[src/rtl/lc3b_types.sv]
// ============================================================================
// Module   : lc3b_types
// Brief    : Shared LC-3b memory-hierarchy types and arbiter enums.
// Revision : 1.0
// ============================================================================
`default_nettype none

package lc3b_types;

  typedef logic [15:0]  lc3b_word;
  typedef logic [127:0] lc3b_line;

  typedef enum logic [1:0] {
    IDLE = 2'd0,
    BUSY = 2'd1,
    DONE = 2'd2
  } pmem_arb_state_t;

  typedef logic arb_id_t;
  localparam arb_id_t ARB_I = 1'b0;
  localparam arb_id_t ARB_D = 1'b1;

endpackage

`default_nettype wire

[src/rtl/arb_rr2.sv]
// ============================================================================
// Module   : arb_rr2
// Brief    : Two-way round-robin pick between icache and dcache requesters.
// Revision : 1.0
// ============================================================================
`default_nettype none

module arb_rr2
  import lc3b_types::*;
(
  input  logic    req_i,
  input  logic    req_d,
  input  arb_id_t last_grant,
  output arb_id_t grant
);

  always_comb begin
    grant = ARB_I;
    if (req_i && req_d) begin
      grant = ~last_grant;
    end else if (req_d) begin
      grant = ARB_D;
    end
  end

endmodule

`default_nettype wire

[src/rtl/pmem_arbiter.sv]
// ============================================================================
// Module   : pmem_arbiter
// Brief    : Shares one physical-memory port between icache and dcache.
// Revision : 1.0
// ============================================================================
`default_nettype none

module pmem_arbiter
  import lc3b_types::*;
#(
  parameter bit FIRST_GRANT = 1'b0
) (
  input  logic     clk,
  input  logic     rst_n,
  input  logic     i_read,
  input  logic     i_write,
  input  lc3b_word i_address,
  input  lc3b_line i_wdata,
  output lc3b_line i_rdata,
  output logic     i_resp,
  input  logic     d_read,
  input  logic     d_write,
  input  lc3b_word d_address,
  input  lc3b_line d_wdata,
  output lc3b_line d_rdata,
  output logic     d_resp,
  output logic     mem_read,
  output logic     mem_write,
  output lc3b_word mem_address,
  output lc3b_line mem_wdata,
  input  lc3b_line mem_rdata,
  input  logic     mem_resp
);

  pmem_arb_state_t r_state, w_next_state;
  arb_id_t  r_last_grant, r_grant_id, w_pick;
  logic     r_mem_read, r_mem_write, r_i_resp, r_d_resp;
  lc3b_word r_mem_address;
  lc3b_line r_mem_wdata, r_i_rdata, r_d_rdata;

  logic w_req_i, w_req_d, w_any_req, w_req_read, w_req_write;

  assign w_req_i   = i_read | i_write;
  assign w_req_d   = d_read | d_write;
  assign w_any_req = w_req_i | w_req_d;

  arb_rr2 u_arb_rr2 (
    .req_i      (w_req_i),
    .req_d      (w_req_d),
    .last_grant (r_last_grant),
    .grant      (w_pick)
  );

  assign w_req_read  = (w_pick == ARB_D) ? d_read  : i_read;
  assign w_req_write = (w_pick == ARB_D) ? d_write : i_write;

  always_ff @(posedge clk or negedge rst_n) begin
    if (!rst_n) begin
      r_state <= IDLE;
    end else begin
      r_state <= w_next_state;
    end
  end

  always_comb begin
    w_next_state = r_state;
    case (r_state)
      IDLE:    if (w_any_req) w_next_state = BUSY;
      BUSY:    if (mem_resp)  w_next_state = DONE;
      DONE:    w_next_state = IDLE;
      default: w_next_state = IDLE;
    endcase
  end

  // Command and response registers; resp pulses last exactly one cycle (DONE).
  always_ff @(posedge clk or negedge rst_n) begin
    if (!rst_n) begin
      r_mem_read    <= 1'b0;
      r_mem_write   <= 1'b0;
      r_mem_address <= '0;
      r_mem_wdata   <= '0;
      r_i_rdata     <= '0;
      r_d_rdata     <= '0;
      r_i_resp      <= 1'b0;
      r_d_resp      <= 1'b0;
      r_last_grant  <= arb_id_t'(~FIRST_GRANT);
      r_grant_id    <= ARB_I;
    end else begin
      r_i_resp <= 1'b0;
      r_d_resp <= 1'b0;
      case (r_state)
        IDLE: begin
          if (w_any_req) begin
            r_grant_id    <= w_pick;
            r_last_grant  <= w_pick;
            r_mem_address <= (w_pick == ARB_D) ? d_address : i_address;
            r_mem_wdata   <= (w_pick == ARB_D) ? d_wdata   : i_wdata;
            r_mem_write   <= w_req_write;
            r_mem_read    <= w_req_read & ~w_req_write;
          end
        end
        BUSY: begin
          if (mem_resp) begin
            r_mem_read  <= 1'b0;
            r_mem_write <= 1'b0;
            if (r_grant_id == ARB_D) begin
              r_d_rdata <= mem_rdata;
              r_d_resp  <= 1'b1;
            end else begin
              r_i_rdata <= mem_rdata;
              r_i_resp  <= 1'b1;
            end
          end
        end
        default: ;
      endcase
    end
  end

  assign mem_read    = r_mem_read;
  assign mem_write   = r_mem_write;
  assign mem_address = r_mem_address;
  assign mem_wdata   = r_mem_wdata;
  assign i_rdata     = r_i_rdata;
  assign d_rdata     = r_d_rdata;
  assign i_resp      = r_i_resp;
  assign d_resp      = r_d_resp;

endmodule

`default_nettype wire

[config.mk]
export PLATFORM = sky130hd
export DESIGN_NAME = pmem_arbiter
export DESIGN_NICKNAME = d
export VERILOG_FILES = /design/src/rtl/lc3b_types.sv /design/src/rtl/arb_rr2.sv /design/src/rtl/pmem_arbiter.sv
export SDC_FILE = /design/constraint.sdc
export NUM_CORES = 1
export LEC_CHECK = 0
export ABC_AREA = 1
export CAP_MARGIN = 20
export CORE_AREA = 2 2 323 325
export DETAILED_ROUTE_END_ITERATION = 10
export DIE_AREA = 0 0 325 327
export GPL_TIMING_DRIVEN = 1
export PLACE_DENSITY = 0.5
export SLEW_MARGIN = 15
export SYNTH_ARGS = -nofsm -noshare
export SYNTH_HDL_FRONTEND = slang
export SYNTH_SLANG_ARGS = --single-unit
[constraint.sdc]
create_clock -name clk -period 2.35 [get_ports clk]
set_input_delay 0.47 -clock clk [delete_from_list [all_inputs] [get_ports clk]]
set_output_delay 0.47 -clock clk [all_outputs]
set_load 0.05 [all_outputs]
==> impl_results.md <==
* Via count at approximately 17000
* Total global-route track usage at about 14%
* Worst min path class: primary input to async pin
* Asr flop ratio synth at 100.0%
* Setup_tns at 0 ps
* Post-synth top area share at 57.08%
* Crit. End Element: output pin
* Most frequent cells after synthesis: 694 x nand2_1, 407 x dfrtp_1, 278 x inv_1
* Met2 GRT Util at roughly a quarter
* Synth cell types at 20
* Max-cap check violation count at 0
* Max clock buf depth at 3
* CP Data Required Time at approximately 1900 ps
* Vias in the first global route at 17080
* Leakage at between 10 and 15 nW
* Initial Util at 17.34%
* Synth-to-layout area growth at 66.44%
* Worst path cell trace: clkdlybuf4s50_1
* Worst path buffer plus inverter count at 1
* WL/cell at about 18 um
* Vias/cell at approximately 3.8
* Final-stage net count at 3334
* Setup Buffers After CTS at 0
* Netlist Area Pre-Place at between 0.015 and 0.02 mm2
* Largest area contributor in the netlist: dfrtp_1
* Final ANT Viol Nets at 0
* Max incr delay on CP at about 850 ps
* Worst-Margin Slew at 613.2 ps
* Avg Cell Area, Syn at around 8.6 um2
* Cell count after synthesis at approximately 2100
* #FFs+latches synth at 408
* Initial antenna violation count at 8
* Die Y at ~330 um
* CTS sink cnt at 408
* Worst skew pair latency at roughly 600 ps
* Fraction of layout cells with a size suffix above 1 at a little over 6%
* First-pass GRT wire length at about 110000 um
* Wirelength, routed at 76580 um
* RSZ-0062 raised after global routing: false
* Total core area at around 0.10 mm2
* Clock Skew at around 15 ps
* Dominant synthesized flop cell: dfrtp_1
* Boundary pin count at between 800 and 900
* Met3 GRT Util at between 3 and 4%
* Seq/Total Area, Yosys at a little under three fifths
* Final setup fails at 0
* YS warnings at 0
* Clock transition at path regs at approximately 60 ps
* Fmax at roughly 440 MHz
* Worst hold slack at around 340 ps
* Power Dens Cells at approximately 1600 mW/mm2
* Maximum fanout along the worst path at 2
* Total grt overflow at 0
* Final Hold Viols at 0
* Drt drc at 0
* Slew HR at 59.28%
* Die Wd at 325 um
* TritonCTS clock tree: done
* Die area at roughly 0.11 mm2
* Rows at roughly 120
* Gp weighted congestion at 0.8459
* Root Buffer: clkbuf_16
* Outcome: finished, final reports clean
* Grt peak-use layer: met2
* Syn nets at 2505
* VDD IR max at 0.7622 mV
* Most frequent cell after synthesis: nand2_1
* Largest net degree at the start of global routing at between 70 and 80
* Fin crit period at 2295 ps
* CP top delay family: buffers and inverters
* WP data arrival at roughly 1800 ps
* Fill cell count at roughly 11000
* Global Route met1 Usage at between 15 and 20%
* Initial DRC Count at ~930
* Max-slew violation count at 0
* Top cells by area, synth: dfrtp_1 57%, nand2_1 15%, o21ai_1 7.0%
* HPWL after DPL at 58610 um
* Crit share post-route at 97.65%
* Critical path's slowest cell: clkdlybuf4s50_1
* EDFF count, synth at 0
* H-tree Lvls at 2
* Initial DRT Pass Iterations at 5
* CTS Buf Count at slightly above 50
* IO buf count at 826
* Critical path type: flip-flop to output pin
* Startpoint Class: flip-flop
==> sequential cells by signal, indices dropped and copies added (netlist names) <==
| signal | count |
|---|---|
| d_rdata | 128 |
| i_rdata | 128 |
| mem_wdata | 128 |
| mem_address | 16 |
| r_state | 2 |
| d_resp | 1 |
| i_resp | 1 |
| mem_read | 1 |
| mem_write | 1 |
| r_grant_id | 1 |
| r_last_grant | 1 |
==> where the power goes <==
| group | leakage [nW] | internal, mW | switching [mW] | total [mW] |
|---|---|---|---|---|
| Sequential | 5.06 | 10.4 | 1.97 | 12.4 |
| Combinational | 8.52 | 8.48 | 19.1 | 27.5 |
| Clock | 0.812 | 4.65 | 3.27 | 7.91 |
| Total | 14.4 | 23.5 | 24.3 | 47.8 |
==> layout make-up <==
type                    count  area (um2)  share of cell area, %
diodes                      6       15.01                0.05056
repair buffers            911        9189                  30.94
well taps                1380        1727                  5.814
clock buffers              79        1521                  5.123
clock inverters            12       137.6                 0.4634
multi-input cells        1257        5834                  19.65
inverters                 282        1064                  3.581
flip-flops and latches    408       10210                  34.38
==> layout by cell type, fill, tap and decap left out, types with 6 or more instances in the layout <==
cell type / n
buf_12: 30
buf_4: 61
clkbuf_1: 14
clkbuf_16: 51
clkbuf_8: 14
clkdlybuf4s50_1: 710
clkinv_2: 6
dfrtp_1: 407
diode_2: 6
dlygate4sd2_1: 94
dlymetal6s2s_1: 14
inv_1: 278
nand2_1: 694
nand3_1: 146
nand3b_1: 144
nor2_1: 6
o21ai_0: 9
o21ai_1: 249
==> final timing paths <==
check                           slack, ps  depth (start not counted)             end      startpoint
worst max-delay path                   60                          1  mem_address[3]  mem_address[3]
worst min-delay path                  340                          2     d_rdata[95]           rst_n
worst max register to register        700                          7     i_rdata[61]      r_state[1]
worst min register to register        470                          2    mem_wdata[2]    mem_wdata[2]
max in group asynchronous            1140                          4  mem_wdata[113]           rst_n
min in group clk                      420                          3     i_rdata[23]   mem_rdata[23]
==> routing by layer <==
| metal | routed length (um) | vias up |
|---|---|---|
| met5 | 18 | - |
| met3 | 5057 | 110 |
| li1 | - | 8171 |
| met4 | 2244 | 2 |
| met2 | 37640 | 529 |
| met1 | 31630 | 7757 |
==> logic make-up after synthesis <==
logic type	count (synthesis)	share of synthesized area, %
flip-flops	408	57.23
AO/OA/AOI/OAI	261	7.356
buffers and inverters	417	10.33
AND/OR/NAND/NOR	996	25.09
==> metrics by stage <==
step                      setup slack [ps]  instance area [um2]  utilization (%)  cells  total power [mW]
after CTS                            1.496                29650            28.81   4329             48.47
after global routing                0.1859                29690            28.85   4333             50.43
after detailed placement             118.9                28100            27.30   4237             40.79
after global placement               112.8                28100            27.30   4237             40.72
after floorplan                      974.4                17840                -   2082             29.59
final                                55.18                29700            28.86   4335             47.81
==> repair_timing <==
action                     4_1_cts  5_1_grt
hold buffers                     1        0
gates cloned                     0        0
hold endpoints to repair        24        0
setup endpoints to repair       94       14
gates resized for setup         94       14
Power figures use the tool's default switching activity.
==> variant 1: new RTL, same flow settings <==
`FIRST_GRANT`: 1'b0 -> 1'b1.
--- a/src/rtl/pmem_arbiter.sv
+++ b/src/rtl/pmem_arbiter.sv
@@ -8,7 +8,7 @@
 module pmem_arbiter
   import lc3b_types::*;
 #(
-  parameter bit FIRST_GRANT = 1'b0
+  parameter bit FIRST_GRANT = 1'b1
 ) (
   input  logic     clk,
   input  logic     rst_n,
Behaviour: not the same (a bounded check fails within 4 cycles, from zero or initial values and one cycle with rst_n low).
==> variant 1 against the unedited design <==
  * Final area is 0.60% higher
  * Critical path depth stayed put
  * Synthesized cell count is 0.24% lower
  * Cell count is 0.58% higher
  * Clock power is 3.3% higher
  * Setup slack better by 1.0 ps
  * Synthesized area is 0.86% lower
  * Wire length is 3.5% higher
  * Clock skew is 12 ps higher
  * Total power hardly changed
  * Sequential cell count is 1 lower
  * Sequential share of layout area is 0.29 points lower
  * Non-clock buffer count is 26 higher
  * Largest power group unchanged
  * Highest routed layer unchanged
==> variant 1: results (changes against the unedited design) <==
----------------------------------------------------
[Detailed routing]
  Count of TritonRoute iterations in the first routing pass ... 6 (was 5)
  Via-to-Cell Ratio ... 3.87 (was 3.82)
  1st-iter DRT viols ... 970 (was 931)
  Detail-routed net length per standard cell ... 18.2 um (was 17.7 um)

[Clock network]
  Count of cells resized by post-cts repair ... 138 (was 94)
  CTS Sinks ... 407 (was 408)

[Cells and area]
  Number of fill cells in the layout ... 11100 (about the same)
  Number of buffers other than clock buffers in the final layout ... 937 (was 911)
  Area of combinational cells with multiple inputs ... 5830 sq um (about the same)
  Nets@finish ... 3357 (was 3334)
  Multi-In Gates ... 1256 (was 1257)
  Buffering overhead ... 31.1% (was 30.9%)
  Fraction of standard cell area that is sequential ... 34.1% (was 34.4%)
  Share of post-route cells with drive strength above 1 ... 7.23% (was 6.14%)
  Fraction of area in clock buffers and inverters ... 5.88% (was 5.59%)
  Number of non-filler instances in the completed layout ... 4360 (was 4335)

[Yosys]
  Unique masters post-synth ... 17 (was 20)
  Top cells by area in the synthesized netlist ... dfrtp_1 (58%), nand2_1 (15%), o21ai_0 (7.2%) (was dfrtp_1 (57%), nand2_1 (15%), o21ai_1 (7.0%))
  Net count after synthesis ... 2500 (was 2505)
  Proportion of synthesized chip area in sequential cells ... 57.6% (was 57.2%)

[Timing]
  Skew final ... 27.8 ps (was 15.4 ps)
  Worst-margin pin slew ... 647 ps (was 613 ps)

[Global route]
  Pin count of the biggest net entering global routing ... 92 (was 74)
  Total GRT Usage ... 14.5% (was 14.0%)

[Pwr]
  Peak supply drop ... 1.04 mV (was 0.762 mV)

[Outcome]
  Outcome ... completed (unchanged)

[Placed design]
  Placed cell count ... 4260 (was 4237)

----------------------------------------------------
## variant 1: cell count changes in the layout (fill, tap and decap cells not counted), sizes merged, moves of 2 or more
cell / change
buf: +35
bufinv: +2
clkdlybuf4s50: -75
dlygate4sd2: +44
dlymetal6s2s: +22
## variant 1: cell families (layout without fill, tap and decap cells)
group,Yosys count,count (layout),synth area share (%)
AO/OA/AOI/OAI,260,260,7.43
buffers and inverters,414,1311,9.74
flip-flops,407,407,57.6
other,0,6,0
AND/OR/NAND/NOR,996,996,25.3
## variant 1: power by group
group / leakage (uW) / internal [uW] / switching (uW)
Sequential: 0.00505 / 10400 / 2120
Combinational: 0.00900 / 8140 / 19000
Clock: 0.000855 / 4890 / 3280
## variant 1: final timing paths
| path | from | to | slack, ps | cells past startpoint |
|---|---|---|---|---|
| min in group clk | mem_rdata[64] | d_rdata[64] | 420 | 3 |
| max reg2reg | r_state[1] | mem_wdata[34] | 530 | 6 |
| max in group asynchronous | rst_n | i_rdata[75] | 1110 | 3 |
| min reg2reg | mem_wdata[112] | mem_wdata[112] | 480 | 2 |
| max | mem_wdata[123] | mem_wdata[123] | 60 | 1 |
| min | rst_n | d_rdata[21] | 350 | 2 |
## variant 1: through the flow
step | cell area (sq um) | total power, uW | utilization (%) | hold WS [ps]
3_5_place_dp | 28200 | 41000 | 27.4 | 430
5_1_grt | 29900 | 50500 | 29.0 | 340
6_report | 29900 | 47800 | 29.0 | 348
4_1_cts | 29800 | 48600 | 28.9 | 313
3_3_place_gp | 28200 | 40800 | 27.4 | 435
2_1_floorplan | 17700 | 29200 | - | 174
## variant 1: layer usage
metal / wire (um) / global-route usage (%) / part of all wire, %
met1: 33000 / 17.7 / 42
met2: 38200 / 24.4 / 48
met3: 5770 / 4.28 / 7.3
met4: 2190 / 4.87 / 2.8
met5: 27 / 0 / 0.034
==> variant 2: new RTL, config.mk and constraints unchanged <==
Made on the original files. Put one more register stage on the output `i_rdata`, without a reset. The value now appears one clock later. The other outputs are not delayed to match.
--- a/src/rtl/pmem_arbiter.sv
+++ b/src/rtl/pmem_arbiter.sv
@@ -121,7 +121,9 @@
   assign mem_write   = r_mem_write;
   assign mem_address = r_mem_address;
   assign mem_wdata   = r_mem_wdata;
-  assign i_rdata     = r_i_rdata;
+  always_ff @(posedge clk) begin
+    i_rdata <= r_i_rdata;
+  end
   assign d_rdata     = r_d_rdata;
   assign i_resp      = r_i_resp;
   assign d_resp      = r_d_resp;
Function: not settled (the Yosys comparison gave no result); the edit may change what the design does.
==> variant 2 against the unedited design <==
  * Worst hold slack got worse by 26 ps
  * Clock skew increased by 3.7 ps
  * Die area unchanged
  * Final area increased by 11%
  * Utilization increased by 3.1 points
  * Clock power increased by 31%
  * Sequential share of layout area increased by 4.5 points
  * Critical path depth unchanged
  * Sequential cell count increased by 128
  * Synthesized area increased by 14%
  * Setup slack improved by 20 ps
  * Wire length increased by 5.9%
  * Total power increased by 13%
==> variant 2: results (changes against the unedited design) <==
----------------------------------------------------
[Timing]
  Worst hold slack after final layout ... 312 ps (was 338 ps)
  Skew final ... 19.1 ps (was 15.4 ps)

[Detailed routing]
  Final wirelength ... 81100 um (was 76600 um)
  Detailed-routing wirelength on met1 ... 32300 um (was 31600 um)
  Detailed route wirelength on metal3 ... 6120 um (was 5060 um)
  Count of TritonRoute iterations in the first routing pass ... 6 (was 5)
  Via-to-Cell Ratio ... 3.92 (was 3.82)

[Yosys]
  Proportion of synthesized chip area in sequential cells ... 62.9% (was 57.2%)
  Net count after synthesis ... 2633 (was 2505)
  Synth async-reset ratio ... 76.1% (was 100%)
  Unique masters post-synth ... 19 (was 20)
  Top cells by area in the synthesized netlist ... dfrtp_1 (50%), nand2_1 (13%), dfxtp_1 (13%) (was dfrtp_1 (57%), nand2_1 (15%), o21ai_1 (7.0%))

[Global route]
  Met2 usage ... 25.1% (was 23.9%)
  Total GRT Usage ... 15.0% (was 14.0%)
  Met1 global-route usage ... 17.4% (was 17.0%)
  Number of antenna violations at the first check in global routing ... 15 (was 8)
  M3 GR Usage ... 4.91% (was 3.74%)
  Via count of the first global-routing pass ... 18100 (was 17100)
  Global-route wire length before repair ... 119000 um (was 113000 um)

[Pwr]
  Peak supply drop ... 0.929 mV (was 0.762 mV)
  Static Leakage ... 0.0158 uW (was 0.0144 uW)

[Outcome]
  Outcome ... completed (unchanged)

[Setup path]
  Reg2reg setup slack ... 740 ps (was 700 ps)
  Number of cells on the worst reg-to-reg path ... 6 (was 7)
  Reg2Reg Capture Point ... mem_wdata[91] (was i_rdata[61])

[Cells and area]
  Number of fill cells in the layout ... 10800 (was 11100)
  Nets@finish ... 3480 (was 3334)
  Share of post-route cells with drive strength above 1 ... 7.47% (was 6.14%)

[Clock network]
  CTS H-tree depth ... 3 (was 2)
  Clock buffer count from CTS ... 66 (was 51)

[Placed design]
  Placer congestion estimate ... 0.833 (was 0.846)
  Post-detailed-placement half-perimeter wirelength ... 63100 um (was 58600 um)
  Placed standard-cell area ... 30600 sq um (was 28100 sq um)

----------------------------------------------------
variant 2: power by group:
part	internal (uW)	switching, uW
clock	6280	4090
combinational	8470	19300
sequential	13600	2200
total	28300	25600
variant 2: worst max path at each step:
stage / from / to / slack (ps)
after floorplan: d_read / mem_address[0] / 960
after global placement: d_write / mem_wdata[84] / 40
after detailed placement: d_write / mem_wdata[107] / 70
after CTS: d_rdata[63] / d_rdata[63] / 1
after global routing: d_rdata[52] / d_rdata[52] / 0.5
final: mem_wdata[123] / mem_wdata[123] / 80
variant 2: layout make-up:
cell class	instances	area share, %
Antenna cell	6	0.0457
Clock buffer	102	6.03
Clock inverter	16	0.739
Inverter	282	3.25
Multi-Input combinational cell	1257	17.8
Sequential cell	536	38.9
Tap cell	1380	5.26
Timing Repair Buffer	914	28.0
variant 2: repair_timing:
| action | in CTS | in global routing |
|---|---|---|
| endpoints found under the setup margin | 69 | 21 |
| resized for setup | 69 | 21 |
| pin swaps | 0 | 0 |
| buffers inserted | 0 | 0 |
| hold endpoints to repair | 27 | 0 |
| hold buffers | 1 | 0 |
variant 2: cells by family (layout without fill, tap and decap cells):
kind of cell	after synthesis	after routing	synth area share, %
buffers and inverters	417	1314	8.71
other	0	6	0
AND/OR/NAND/NOR	996	996	22.0
AO/OA/AOI/OAI	261	261	6.44
flip-flops	536	536	62.9
variant 2: metrics by stage:
| step | worst slack [ps] | std cells | utilization (%) | power (uW) |
|---|---|---|---|---|
| after global placement | 39.7 | 4368 | 29.8 | 44500 |
| after global routing | 0.528 | 4490 | 31.9 | 56900 |
| after floorplan | 963 | 2210 | - | 32900 |
| final | 75.4 | 4493 | 31.9 | 54000 |
| after CTS | 0.984 | 4487 | 31.9 | 54800 |
| after detailed placement | 68.3 | 4368 | 29.8 | 44600 |
